===== src/rtl/fifo_wr_packer.sv =====
// -----------------------------------------------------------------------------
// fifo_wr_packer
//
// Write-side framing stage in front of the dual-clock FIFO (wr_clk domain).
// Packs a narrow valid/ready/last beat stream little-endian into DATA_WIDTH
// words and, after every frame, appends one trailer word:
//   {1'b1, ovf, zeros, byte_count[LEN_WIDTH-1:0]}
// A single holding register (out_valid/out_word) feeds the FIFO. A write is
// never issued while fifo_full is high.
//
// Ports
//   wr_clk     in   write-domain clock, rising edge
//   rst_n      in   asynchronous active-low reset; drops any partial frame
//   s_valid    in   input beat valid
//   s_ready    out  beat accepted when s_valid && s_ready
//   s_data     in   [IN_WIDTH-1:0] beat payload
//   s_last     in   final beat of a frame (qualified by s_valid)
//   fifo_full  in   downstream FIFO full flag
//   fifo_wr_en out  FIFO write strobe
//   fifo_din   out  [DATA_WIDTH-1:0] FIFO write data
//   busy       out  partial word, pending word or trailer outstanding
// -----------------------------------------------------------------------------
module fifo_wr_packer #(
  parameter int DATA_WIDTH = 32,
  parameter int IN_WIDTH   = 8,
  parameter int LEN_WIDTH  = 16
) (
  input  logic                  wr_clk,
  input  logic                  rst_n,
  input  logic                  s_valid,
  output logic                  s_ready,
  input  logic [IN_WIDTH-1:0]   s_data,
  input  logic                  s_last,
  input  logic                  fifo_full,
  output logic                  fifo_wr_en,
  output logic [DATA_WIDTH-1:0] fifo_din,
  output logic                  busy
);

  localparam int LANES = DATA_WIDTH / IN_WIDTH;
  localparam int IDX_W = (LANES > 1) ? $clog2(LANES) : 1;
  localparam logic [IDX_W-1:0] LAST_IDX = IDX_W'(LANES - 1);

  typedef enum logic [0:0] {
    PACK    = 1'b0,
    TRAILER = 1'b1
  } state_t;

  state_t                state_reg,     state_next;
  logic [DATA_WIDTH-1:0] acc_reg,       acc_next;
  logic [IDX_W-1:0]      idx_reg,       idx_next;
  logic [LEN_WIDTH-1:0]  len_reg,       len_next;
  logic                  ovf_reg,       ovf_next;
  logic                  out_valid_reg, out_valid_next;
  logic [DATA_WIDTH-1:0] out_word_reg,  out_word_next;

  logic                  out_free;
  logic                  beat_acc;
  logic                  word_done;
  logic                  len_sat;
  logic [LEN_WIDTH-1:0]  len_inc;
  logic [DATA_WIDTH-1:0] merged_word;   // completed word: acc + beat, upper lanes zeroed
  logic [DATA_WIDTH-1:0] acc_fill;      // acc with the current lane written
  logic [DATA_WIDTH-1:0] trailer_word;

  // ---------------------------------------------------------------------------
  // Handshake and FIFO write side
  // ---------------------------------------------------------------------------
  // The holding register can take a new word if it is empty or is being
  // drained into the FIFO this very cycle.
  assign out_free   = !out_valid_reg || !fifo_full;
  assign fifo_wr_en = out_valid_reg && !fifo_full;
  assign fifo_din   = out_word_reg;

  // Gating with rst_n keeps s_ready low while reset is held, even though the
  // reset state alone would otherwise look ready.
  assign s_ready   = rst_n && (state_reg == PACK) && out_free;
  assign beat_acc  = s_valid && s_ready;
  assign word_done = beat_acc && ((idx_reg == LAST_IDX) || s_last);

  assign len_sat = &len_reg;
  assign len_inc = len_sat ? len_reg : len_reg + LEN_WIDTH'(1);

  assign busy = (state_reg == TRAILER) || (idx_reg != '0) || out_valid_reg ||
                (len_reg != '0);

  // ---------------------------------------------------------------------------
  // Per-lane merge logic
  // ---------------------------------------------------------------------------
  generate
    for (genvar gi = 0; gi < LANES; gi++) begin : g_lane
      localparam logic [IDX_W-1:0] LANE_IDX = IDX_W'(gi);

      assign merged_word[gi*IN_WIDTH +: IN_WIDTH] =
        (idx_reg == LANE_IDX) ? s_data :
        (idx_reg >  LANE_IDX) ? acc_reg[gi*IN_WIDTH +: IN_WIDTH] :
                                {IN_WIDTH{1'b0}};

      assign acc_fill[gi*IN_WIDTH +: IN_WIDTH] =
        (idx_reg == LANE_IDX) ? s_data : acc_reg[gi*IN_WIDTH +: IN_WIDTH];
    end
  endgenerate

  always_comb begin
    trailer_word                 = '0;
    trailer_word[LEN_WIDTH-1:0]  = len_reg;
    trailer_word[DATA_WIDTH-1]   = 1'b1;
    trailer_word[DATA_WIDTH-2]   = ovf_reg;
  end

  // ---------------------------------------------------------------------------
  // State register
  // ---------------------------------------------------------------------------
  always_ff @(posedge wr_clk or negedge rst_n) begin
    if (!rst_n) begin
      state_reg     <= PACK;
      acc_reg       <= '0;
      idx_reg       <= '0;
      len_reg       <= '0;
      ovf_reg       <= 1'b0;
      out_valid_reg <= 1'b0;
      out_word_reg  <= '0;
    end else begin
      state_reg     <= state_next;
      acc_reg       <= acc_next;
      idx_reg       <= idx_next;
      len_reg       <= len_next;
      ovf_reg       <= ovf_next;
      out_valid_reg <= out_valid_next;
      out_word_reg  <= out_word_next;
    end
  end

  // ---------------------------------------------------------------------------
  // Next-state logic
  // ---------------------------------------------------------------------------
  always_comb begin
    state_next     = state_reg;
    acc_next       = acc_reg;
    idx_next       = idx_reg;
    len_next       = len_reg;
    ovf_next       = ovf_reg;
    out_valid_next = out_valid_reg;
    out_word_next  = out_word_reg;

    // Draining empties the holder; a load below in the same cycle wins.
    if (fifo_wr_en) begin
      out_valid_next = 1'b0;
    end

    case (state_reg)
      PACK: begin
        if (beat_acc) begin
          len_next = len_inc;
          if (len_sat) begin
            ovf_next = 1'b1;
          end
          if (word_done) begin
            out_word_next  = merged_word;
            out_valid_next = 1'b1;
            acc_next       = '0;
            idx_next       = '0;
            if (s_last) begin
              state_next = TRAILER;
            end
          end else begin
            acc_next = acc_fill;
            idx_next = idx_reg + IDX_W'(1);
          end
        end
      end

      TRAILER: begin
        if (out_free) begin
          out_word_next  = trailer_word;
          out_valid_next = 1'b1;
          len_next       = '0;
          ovf_next       = 1'b0;
          state_next     = PACK;
        end
      end

      default: begin
        state_next = PACK;
      end
    endcase
  end

endmodule


===== config.mk =====
export PLATFORM = sky130hd
export DESIGN_NAME = fifo_wr_packer
export DESIGN_NICKNAME = d
export VERILOG_FILES = /design/src/rtl/fifo_wr_packer.sv
export SDC_FILE = /design/constraint.sdc
export NUM_CORES = 1
export LEC_CHECK = 0
export ABC_AREA = 1
export ABC_CLOCK_PERIOD_IN_PS = 2350
export BUFFER_PORTS_ARGS = -buffer_cell sky130_fd_sc_hd__buf_2
export CAP_MARGIN = 5
export CORE_MARGIN = 3
export CORE_UTILIZATION = 58
export CTS_CLUSTER_SIZE = 16
export DETAILED_ROUTE_END_ITERATION = 10
export HOLD_SLACK_MARGIN = 0.1
export PLACE_DENSITY_LB_ADDON = 0.12
export SLEW_MARGIN = 10
export SYNTH_ARGS = -nofsm -noshare
export SYNTH_HDL_FRONTEND = slang
export SYNTH_SLANG_ARGS = --single-unit

===== constraint.sdc =====
create_clock -name wr_clk -period 2.35 [get_ports wr_clk]
set_input_delay 0.235 -clock wr_clk [delete_from_list [all_inputs] [get_ports wr_clk]]
set_output_delay 0.235 -clock wr_clk [all_outputs]
set_load 0.01 [all_outputs]

# [Yosys cells after proc, flatten, opt, wreduce, memory -nomap -nowiden]
# Cells that the tools add are included.
[classes] addsub=2 n_lt_le_gt_ge=4 eq_ne=8 mux=36 n_bitwise=1 n_reduce_logical=28
[op_table] op="2-to-1 mux 32 bit" count=4
[op_table] op="2-to-1 mux 8 bit" count=12
[op_table] op="one-hot mux 32 bit (2 select lines)" count=1
[op_table] op="2-to-1 mux 16 bit" count=3
[op_table] op="one-hot mux 16 bit (2 select lines)" count=1
[op_table] op="AND reduction 3 bit" count=7
[op_table] op="adder 16 x 1 -> 16 bit (second input constant)" count=1
[op_table] op="AND reduction 16 bit" count=1
[op_table] op="nonzero test 16 bit" count=1
[op_table] op="2-to-1 mux 1 bit" count=11
[op_table] op="nonzero test 2 bit" count=5
[op_table] op="inequality test 2 bit (second input constant)" count=4
[op_table] op="one-hot mux 1 bit (2 select lines)" count=3
[op_table] op="logical AND 1 bit" count=5
[op_table] op="logical OR 1 bit" count=5
[op_table] op="equality test 2 bit (second input constant)" count=2
[op_table] op="> comparator 2 x 1 -> 1 bit (second input constant)" count=2
[op_table] op="> comparator 2 bit (second input constant)" count=2
[op_table] op="adder 2 x 1 -> 2 bit (second input constant)" count=1
[op_table] op="equality test 2 x 1 -> 1 bit (second input constant)" count=1
[op_table] op="logical NOT 1 bit" count=2
[op_table] op="logical NOT 2 bit" count=1
[op_table] op="2-to-1 mux 2 bit" count=1
[op_table] op="inequality test 2 x 1 -> 1 bit (second input constant)" count=1
[op_table] op="other kinds (2)" count=2
[totals] regBits=85 in_bits=13 out_inout_bits=35 wordCells=89

# [Depth between registers and ports, before layout]
# Gate-level depths: netlist (run 1).
[depth] depth_word=8 mapped_depth=10 depth_no_buf=10

# [Least setup slack after synthesis (run 1)]
# OpenSTA, ideal clock, no wires.
[synth_path] path_type="register to register" startpoint="reg idx_reg[1]" endpoint="reg out_word_reg[11] (netlist: fifo_din[11])" setup_time_ns=0.083 t_arrival_ns=1.430 required_time_ns=2.267 slack_ns=0.838 stages_incl_launch_ff=9 n_path_buf=1 synth_period_minus_slack_ns=1.512 cell_sequence="dfrtp_1 inv_1 ha_1 clkbuf_1 nor2_1 nand2_1 nand2_1 o21ai_0 o21ai_0"
[synth_between] elab_chain_cells=6 elab_cells_between_ends=12 cone_classes="1 x order compare; 3 x eq/ne; 5 x mux; 3 x reduce/logical"
[synth_rtl] element="from (decl)" line_no="51" text="logic [IDX_W-1:0] idx_reg, idx_next;"
[synth_rtl] element="from (signal assigned)" line_no="126" text="idx_reg <= idx_next;"
[synth_rtl] element="> comparator 2 x 1 -> 1 bit" line_no="96" text="(idx_reg > LANE_IDX) ? acc_reg[gi*IN_WIDTH +: IN_WIDTH] :"
[synth_rtl] element="2-to-1 mux 8 bit" line_no="96"
[synth_rtl] element="2-to-1 mux 8 bit" line_no="95" text="(idx_reg == LANE_IDX) ? s_data :"
[synth_rtl] element="2-to-1 mux 32 bit" line_no="158" text="if (word_done) begin"
[synth_rtl] element="2-to-1 mux 32 bit" line_no="153" text="if (beat_acc) begin"
[synth_rtl] element="one-hot mux 32 bit (2 select lines)" line_no="151" text="case (state_reg)"
[synth_rtl] element="to (signal assigned)" line_no="130" text="out_word_reg <= out_word_next;"
[synth_rtl] element="to (decl)" line_no="55" text="logic [DATA_WIDTH-1:0] out_word_reg, out_word_next;"
# Parallel ways exist; a longest one is shown, timed or not. The select of a mux whose other input is x is not followed.
# A chain may end at the register's enable or synchronous reset.

# [Worst setup path in the final report (run 1)]
[layout_path] startpoint="reg idx_reg[1]" endpoint="out busy"
[layout_between] elab_chain_cells=4
[layout_rtl] element="nonzero test 2 bit" line_no="84" text="assign busy = (state_reg == TRAILER) || (idx_reg != '0) || out_valid_reg ||"
[layout_rtl] element="logical OR 1 bit (3 in series)" line_no="84"
[layout_rtl] element="to (decl)" line_no="37" text="output logic busy"
# Every way passes these cells.

==> results of run 1 <==
-- synth_stat cells (4+ instances only) --
| library cell | number | share of area, % |
|---|---|---|
| nand3_1 | 19 | 2.4 |
| o21ai_2 | 8 | 1.8 |
| dfrtp_1 | 77 | 49 |
| o31ai_1 | 8 | 1.5 |
| nand2_2 | 4 | 0.64 |
| clkbuf_1 | 6 | 0.58 |
| buf_2 | 11 | 1.4 |
| inv_1 | 31 | 3.0 |
| nand4_1 | 5 | 0.80 |
| nor2_1 | 27 | 2.6 |
| a21oi_1 | 23 | 2.9 |
| nand2_1 | 160 | 15 |
| o21ai_0 | 73 | 9.3 |
| ha_1 | 6 | 1.9 |
| o21ai_1 | 10 | 1.3 |
-- metal layers --
layer / GRT usage, % / vias to the layer above / part of all wire (%)
met4: 8.65 / 0 / 2.0
met3: 5.64 / 22 / 8.3
met1: 38.9 / 1656 / 46
met2: 39.0 / 161 / 44
met5: 0 / - / 0
li1: - / 1712 / -
-- per-stage QoR --
step / std cells / utilization, % / cell area (sq um)
2_1_floorplan: 496 / - / 3920
3_3_place_gp: 603 / 64.8 / 4190
3_5_place_dp: 603 / 64.8 / 4190
4_1_cts: 620 / 68.5 / 4420
5_1_grt: 620 / 68.5 / 4420
6_report: 620 / 68.5 / 4420
-- worst max-delay path, delay by kind of cell (launching register included) --
family | cells | cell delay [ns]
fa+ha+maj | 1 | 0.34
buf+inv | 3 | 0.40
flops | 1 | 0.41
simple gates | 2 | 0.46
-- how the worst min path moves through the flow --
stage	start	end	slack, ns	cells past startpoint
final	s_last	state_reg	0.10	3
after detailed placement	rst_n	acc_reg[13]	0.12	1
after CTS	s_last	state_reg	0.10	3
after global routing	s_last	state_reg	0.12	3
after floorplan	rst_n	acc_reg[0]	-0.06	0
after global placement	rst_n	acc_reg[13]	0.12	1
-- layout make-up --
cell class              instances  area (sq um)
clock buffers                  11           141
clock inverters                 5          83.8
fillers                       557          2030
inverters                      34           128
multi-input cells             361          1740
flip-flops and latches         77          1930
well taps                      77          96.3
repair buffers                 55           313
-- logic make-up after synthesis --
family,count (synthesis)
buffers and inverters,58
adders and majority gates,6
AOI/OAI and AO/OA,127
and+or+nand+nor,228
DFF,77
-- power by group through the flow --
stage / Sequential, mW / Combinational [mW] / Clock [mW]
after floorplan: 2.04 / 0.921 / 0
after global placement: 1.97 / 1.51 / 0
after detailed placement: 2.00 / 1.54 / 0
after CTS: 1.97 / 1.55 / 1.14
after global routing: 2.02 / 1.76 / 1.20
final: 1.98 / 1.56 / 1.13
-- repair_timing --
| action | 4_1_cts | 5_1_grt |
|---|---|---|
| setup buffers | 0 | 0 |
| resized for setup | 0 | 1 |
| hold buffers | 1 | 0 |
| endpoints found under the setup margin | 0 | 1 |
| hold endpoints to repair | 15 | 0 |
==> run_results.csv, run 1 <==
group,metric,value,unit
synthesis,synth_warnings,0,
critical_path,critPathMaxStageDelay,0.41,ns
power_and_ir_drop,pwr-share-seq,42.4,%
critical_path,cp.arrival,1.96,ns
synthesis,synthCells,496,
floorplan,die_w,88.2,um
floorplan,fp.dieArea,0.00777,sq mm
power_and_ir_drop,switchingPower,1.74,mW
timing,hold_ws,0.101,ns
floorplan,fp.dieH,88.2,um
placement,pre_cts_ws,0.387,ns
global_routing,antenna_found_initial,0,
final_layout,syn_to_final_growth,13.0,%
synthesis,synth_xor_area_share,0,%
critical_path,rr_worst_depth,7,
critical_path,cp-start-kind,"flip-flop",
timing,setup_slack,0.154,ns
synthesis,synth_nets,515,
critical_path,path_class,"flip-flop to output port",
critical_path,required,2.12,ns
final_layout,final_nets,557,
timing,tns,0,ns
clocking,cts-root-buf,"clkbuf_8",
synthesis,synth_top_family_by_area,"simple AND/OR/NAND/NOR gates",
routing,vias_per_cell,5.73,
timing,rsz0062_at_grt,"no",
timing,finalSetupViolCount,0,
critical_path,end_kind,"output port",
global_routing,grt_pass1_wl,15.7,mm
final_layout,insertedDiodeCount,0,
power_and_ir_drop,clkPwrFrac,24.2,%
clocking,clk_latency,0.36,ns
final_layout,mostFrequentLayoutCell,"nand2_1",
placement,dp_hpwl,6.91,mm
final_layout,largest_register_ffs,32,
placement,place_congestion,0.913,
worst_hold_path,hold_path.class,"primary input to flip-flop",
power_and_ir_drop,comb_power_share,33.4,%
placement,port_buffers,47,
power_and_ir_drop,cellLeakagePower,2.19,nW
synthesis,synth.avg_cell_area,7.90,sq um
synthesis,ys_seq_area_share,49.2,%
synthesis,netlist_area,0.00392,sq mm
synthesis,synth_compound_area_share,17.8,%
timing,fin_crit,2.20,ns
outcome,run_status,"completed",
power_and_ir_drop,sw_frac_of_total,37.3,%
floorplan,core.rowCount,29,
power_and_ir_drop,peakVddDrop,410,uV
floorplan,coreArea,0.00646,sq mm
global_routing,grt.total_usage,26.4,%
final_layout,final_cell_mix,"nand2_1, dfrtp_1, o21ai_0, buf_2, inv_1",
floorplan,initial_core_util,60.6,%
timing,finalHoldViolCount,0,
synthesis,ys.flop_type,"dfrtp_1",
synthesis,ys_ff_latch,77,
routing,firstDrtPassIters,5,
synthesis,synth_simple_gate_area_share,24.5,%
timing,fmax,455,MHz
job,maxCapViolations,0,
power_and_ir_drop,power_density,1050,mW/mm^2
clocking,clk_path_buf_depth,2,
synthesis,synth_edf_count,0,
synthesis,ys_async_sr_fraction,100,%
routing,ant_nets,0,
synthesis,ys_types,29,
routing,routedWlPerCell,15.6,um
routing,routed_wl,9.69,mm
clocking,htree_levels,3,
power_and_ir_drop,p_total,4.66,mW
final_layout,layout-drive-gt1-share,16.9,%
critical_path,r2r_setup_slack,0.44,ns
timing,finalClockSkew,0.0114,ns
timing,relSlewSlack,49.4,%
floorplan,pin_count,48,
clocking,cts_tree,"yes",
clocking,cts_buffers,9,
synthesis,synth.area.mux_share,0,%
timing,drv_slew,0,
global_routing,grt_max_degree,63,
timing,fin_crit_sh,93.5,%
power_and_ir_drop,p_int,2.92,mW
critical_path,crit_chain,"inv_1, ha_2, inv_1, nor4_1, nand4_1, buf_2",
critical_path,timing.rr.end,"fifo_din[12]",
routing,drc,0,
global_routing,overflow,0,
timing,tightest_slew,0.759,ns
critical_path,cp_slowest_cell,"dfrtp_1",
synthesis,synthAdderAreaFrac,1.92,%
routing,drt_iter0_markers,304,
clocking,clk_pin_slew_worst_paths,0.08,ns
critical_path,reg2reg_from,"idx_reg[1]",
critical_path,path_common_cell,"inv_1",
clocking,clock_sink_count,77,
routing,vias,3551,
critical_path,critPathLaunch,"idx_reg[1]",
critical_path,crit_path_max_fanout,16,
critical_path,worstSetupEndpoint,"busy",
global_routing,grt_pass1_vias,3170,
Power figures use the tool's default switching activity.
==> inputs of run 2 (changes only) <==
Settings changed: CORE_ASPECT_RATIO set to 0.9.
==> run_results.csv, run 2 (synthesis gave the netlist of run 1 again) <==
group,metric,value,unit
outcome,run_status,"completed",
job,maxCapViolations,0,
final_layout,largest_register_ffs,32,
critical_path,required,2.12,ns
clocking,clk_pin_slew_worst_paths,0.08,ns
power_and_ir_drop,peakVddDrop,532,uV
floorplan,core.rowCount,27,
routing,firstDrtPassIters,5,
routing,drc,0,
clocking,clock_sink_count,77,
critical_path,crit_path_max_fanout,4,
final_layout,final_util,69.9,%
power_and_ir_drop,power_density,1020,mW/mm^2
floorplan,initial_core_util,62.0,%
final_layout,layout-drive-gt1-share,17.4,%
timing,drv_slew,0,
timing,rsz0062_at_grt,"no",
critical_path,path_class,"flip-flop to output port",
global_routing,grt_pass1_wl,16.8,mm
final_layout,final_cell_mix,"nand2_1, dfrtp_1, o21ai_0, buf_2, inv_1",
global_routing,overflow,0,
routing,routedWlPerCell,15.8,um
routing,vias_per_cell,5.64,
clocking,cts_buffers,9,
final_layout,nFillCells,540,
floorplan,fp.dieH,84.0,um
routing,vias,3570,
routing,drt_iter0_markers,321,
placement,place_congestion,0.928,
timing,tightest_slew,0.566,ns
clocking,clk_latency,0.36,ns
timing,relSlewSlack,62.1,%
critical_path,cp.arrival,1.86,ns
timing,fmax,478,MHz
clocking,hold_buffers,1,
routing,routed_wl,10.0,mm
final_layout,mostFrequentLayoutCell,"nand2_1",
floorplan,fp.dieArea,0.00778,sq mm
critical_path,end_kind,"output port",
worst_hold_path,hold_path.class,"primary input to flip-flop",
clocking,htree_levels,3,
clocking,postCtsSetupRepairBufs,0,
timing,fin_crit,2.09,ns
final_layout,syn_to_final_growth,12.7,%
floorplan,die_w,92.6,um
critical_path,critPathMaxStageDelay,0.42,ns
global_routing,grt_pass1_vias,3351,
final_layout,final_nets,560,
floorplan,pin_count,48,
global_routing,grt.total_usage,27.6,%
timing,finalSetupViolCount,0,
final_layout,insertedDiodeCount,0,
clocking,cts-resized-gates,0,
power_and_ir_drop,cellLeakagePower,2.18,nW
floorplan,coreArea,0.00632,sq mm
timing,finalHoldViolCount,0,
critical_path,cp_slowest_cell,"dfrtp_1",
clocking,cts-root-buf,"clkbuf_8",
timing,finalClockSkew,0.00855,ns
critical_path,cp_num_buf_inv,3,
critical_path,path_common_cell,"inv_1",
critical_path,path_delay_family,"simple AND/OR/NAND/NOR gates",
placement,dp_hpwl,7.23,mm
timing,fin_crit_sh,89.0,%
clocking,cts_tree,"yes",
final_layout,final_cells,633,
critical_path,cp-start-kind,"flip-flop",
timing,tns,0,ns
global_routing,antenna_found_initial,0,
clocking,clk_path_buf_depth,2,
routing,ant_nets,0,
placement,port_buffers,47,
critical_path,crit_chain,"inv_1, ha_1, inv_1, nor4_1, nand4_1, buf_2",
global_routing,grt_max_degree,51,
placement,place_inst,616,
-- run 2: changes by cell type in the layout (fill, tap and decap cells not counted), sizes merged --
cell,before,now
clkbuf,11,9
bufinv,2,0
inv,34,37
buf,54,57
clkinv,1,2
-- run 2: per-layer routing --
| metal | part of all wire (%) | up-vias | GRT usage, % |
|---|---|---|---|
| li1 | - | 1727 | - |
| met4 | 2.2 | 0 | 8.52 |
| met5 | 0 | - | 0 |
| met3 | 9.1 | 24 | 7.03 |
| met1 | 45 | 1663 | 40.1 |
| met2 | 43 | 156 | 40.6 |
-- run 2: worst min-delay path, stage by stage --
cell     delay [ns]
buf_2          0.10
nand2_1        0.05
nand2_1        0.05
-- run 2: report_power, final --
group / internal [mW] / total [mW] / switching, mW
Combinational: 0.577 / 1.58 / 1.00
Sequential: 1.72 / 1.98 / 0.255
Clock: 0.397 / 0.930 / 0.533
Total: 2.70 / 4.48 / 1.79
-- run 2: layout make-up --
class | count | area, sq um | area share, %
Clock buffer | 9 | 124 | 2.81
Tap cell | 87 | 109 | 2.47
Timing Repair Buffer | 58 | 335 | 7.60
Sequential cell | 77 | 1930 | 43.7
Multi-Input combinational cell | 361 | 1730 | 39.3
Clock inverter | 7 | 57.6 | 1.30
Inverter | 34 | 128 | 2.89
-- run 2: final timing paths --
path	start	end	slack, ns	depth (start not counted)
min in group asynchronous	rst_n	fifo_din[20]	0.52	3
worst min register to register	fifo_din[27]	fifo_din[27]	0.47	2
worst max register to register	idx_reg[0]	fifo_din[5]	0.37	8
max in group asynchronous	rst_n	acc_reg[21]	0.91	4
worst max-delay path	idx_reg[1]	busy	0.26	6
worst min-delay path	s_last	state_reg	0.12	3
-- run 2: metrics by stage --
| step | power, mW | area (sq um) | hold slack (ns) | worst slack, ns |
|---|---|---|---|---|
| floorplan | 2.96 | 3920 | -0.0606 | 0.838 |
| global placement | 3.51 | 4220 | 0.370 | 0.504 |
| detailed placement | 3.56 | 4220 | 0.367 | 0.391 |
| CTS | 4.51 | 4410 | 0.112 | 0.250 |
| global route | 4.81 | 4410 | 0.142 | 0.101 |
| finish | 4.48 | 4410 | 0.122 | 0.259 |
==> inputs of run 3 (changes only) <==
Settings changed: CORE_UTILIZATION 58 to 41.
==> run_results.csv, run 3 (synthesis gave the netlist of run 1 again) <==
group,metric,value,unit
floorplan,coreArea,0.00921,sq mm
global_routing,antenna_found_initial,0,
floorplan,core.rowCount,33,
timing,rsz0062_at_grt,"no",
clocking,clk_pin_slew_worst_paths,0.08,ns
floorplan,fp.dieArea,0.0108,sq mm
worst_hold_path,hold_end,"state_reg",
placement,dp_hpwl,7.39,mm
routing,routedWlPerCell,15.4,um
clocking,cts_buffers,9,
outcome,run_status,"completed",
final_layout,largest_register_ffs,32,
critical_path,path_common_cell,"nand4_1",
timing,finalSetupViolCount,0,
routing,drc,0,
final_layout,layout-drive-gt1-share,17.4,%
clocking,clk_path_buf_depth,2,
timing,fin_crit,2.04,ns
critical_path,critPathMaxStageDelay,0.39,ns
final_layout,nFillCells,959,
worst_hold_path,hold_depth,3,
routing,drt_iter0_markers,255,
critical_path,r2r_setup_slack,0.42,ns
clocking,clock_sink_count,77,
power_and_ir_drop,power_density,1000,mW/mm^2
floorplan,die_w,109,um
timing,drv_slew,0,
critical_path,end_kind,"output port",
final_layout,syn_to_final_growth,13.5,%
final_layout,final_nets,560,
clocking,htree_levels,3,
routing,vias_per_cell,5.15,
floorplan,initial_core_util,42.5,%
clocking,cts-resized-gates,0,
timing,fin_crit_sh,87.0,%
critical_path,rr_worst_depth,7,
critical_path,crit_path_max_fanout,34,
critical_path,cp_slowest_cell,"dfrtp_1",
worst_hold_path,hold_path.class,"primary input to flip-flop",
timing,relSlewSlack,55.1,%
floorplan,pin_count,48,
timing,tns,0,ns
final_layout,mostFrequentLayoutCell,"nand2_1",
routing,vias,3438,
routing,routed_wl,10.3,mm
critical_path,path_class,"flip-flop to output port",
timing,finalClockSkew,0.00875,ns
global_routing,grt_pass1_wl,17.3,mm
clocking,cts_tree,"yes",
placement,place_congestion,0.876,
job,maxCapViolations,0,
global_routing,grt_pass1_vias,3280,
critical_path,timing.rr.end,"fifo_din[15]",
timing,fmax,489,MHz
clocking,clk_latency,0.36,ns
global_routing,grt_max_degree,52,
power_and_ir_drop,p_total,4.46,mW
floorplan,fp.dieH,98.7,um
placement,port_buffers,47,
clocking,hold_buffers,1,
worst_hold_path,hp-start,"s_last",
critical_path,crit_chain,"inv_2, buf_4, nand4_1, nor3_1, nand4_1, buf_2",
clocking,postCtsSetupRepairBufs,0,
global_routing,grt.total_usage,20.7,%
critical_path,reg2reg_from,"idx_reg[1]",
global_routing,overflow,0,
timing,tightest_slew,0.669,ns
clocking,cts-root-buf,"clkbuf_8",
critical_path,cp.arrival,1.81,ns
timing,hold_ws,0.113,ns
routing,firstDrtPassIters,5,
power_and_ir_drop,peakVddDrop,379,uV
critical_path,cp-start-kind,"flip-flop",
routing,ant_nets,0,
power_and_ir_drop,cellLeakagePower,2.18,nW
final_layout,final_cell_mix,"nand2_1, dfrtp_1, o21ai_0, buf_2, inv_1",
timing,finalHoldViolCount,0,
placement,place_area,0.00425,sq mm
critical_path,required,2.12,ns
final_layout,insertedDiodeCount,0,
final_layout,final_cell_area,0.00444,sq mm
==> run 3: layout make-up <==
| type | count | area [sq um] | area share (%) |
|---|---|---|---|
| sequential | 77 | 1930 | 43.4 |
| tap | 122 | 153 | 3.44 |
| inverter | 34 | 128 | 2.87 |
| timing repair buffer | 58 | 323 | 7.27 |
| clock buffer | 9 | 124 | 2.79 |
| clock inverter | 7 | 56.3 | 1.27 |
| multi-input combinational | 361 | 1730 | 39.0 |
==> run 3: through the flow <==
stage,setup slack (ns),utilization (%),instances
after floorplan,0.838,-,496
after global placement,0.463,46.2,651
after detailed placement,0.421,46.2,651
after CTS,0.275,48.3,668
after global routing,0.147,48.3,668
final,0.305,48.3,668
==> run 3: per-layer routing <==
layer,vias up,track usage [%],routed length [um]
li1,1718,-,-
met5,-,0,0
met1,1608,31.4,5190
met3,16,3.86,534
met2,96,29.5,4340
met4,0,6.80,195
==> run 3: worst max-delay path: cells and delay by family (launching register included) <==
| kind | cells | cell delay (ns) |
|---|---|---|
| buffers and inverters | 3 | 0.65 |
| DFF | 1 | 0.39 |
| and+or+nand+nor | 3 | 0.40 |
==> run 3: worst max path at each step <==
| stage | slack (ns) | start | end |
|---|---|---|---|
| after CTS | 0.28 | idx_reg[1] | busy |
| after global placement | 0.46 | idx_reg[1] | fifo_din[15] |
| final | 0.31 | state_reg | busy |
| after detailed placement | 0.42 | idx_reg[0] | fifo_din[10] |
| after floorplan | 0.84 | idx_reg[1] | fifo_din[11] |
| after global routing | 0.15 | idx_reg[0] | busy |
==> run 3: power breakdown <==
| part | leakage, nW | internal, mW | switching, mW |
|---|---|---|---|
| logic | 1.07 | 0.572 | 0.986 |
| registers | 1.02 | 1.72 | 0.246 |
| clock network | 0.0906 | 0.396 | 0.541 |
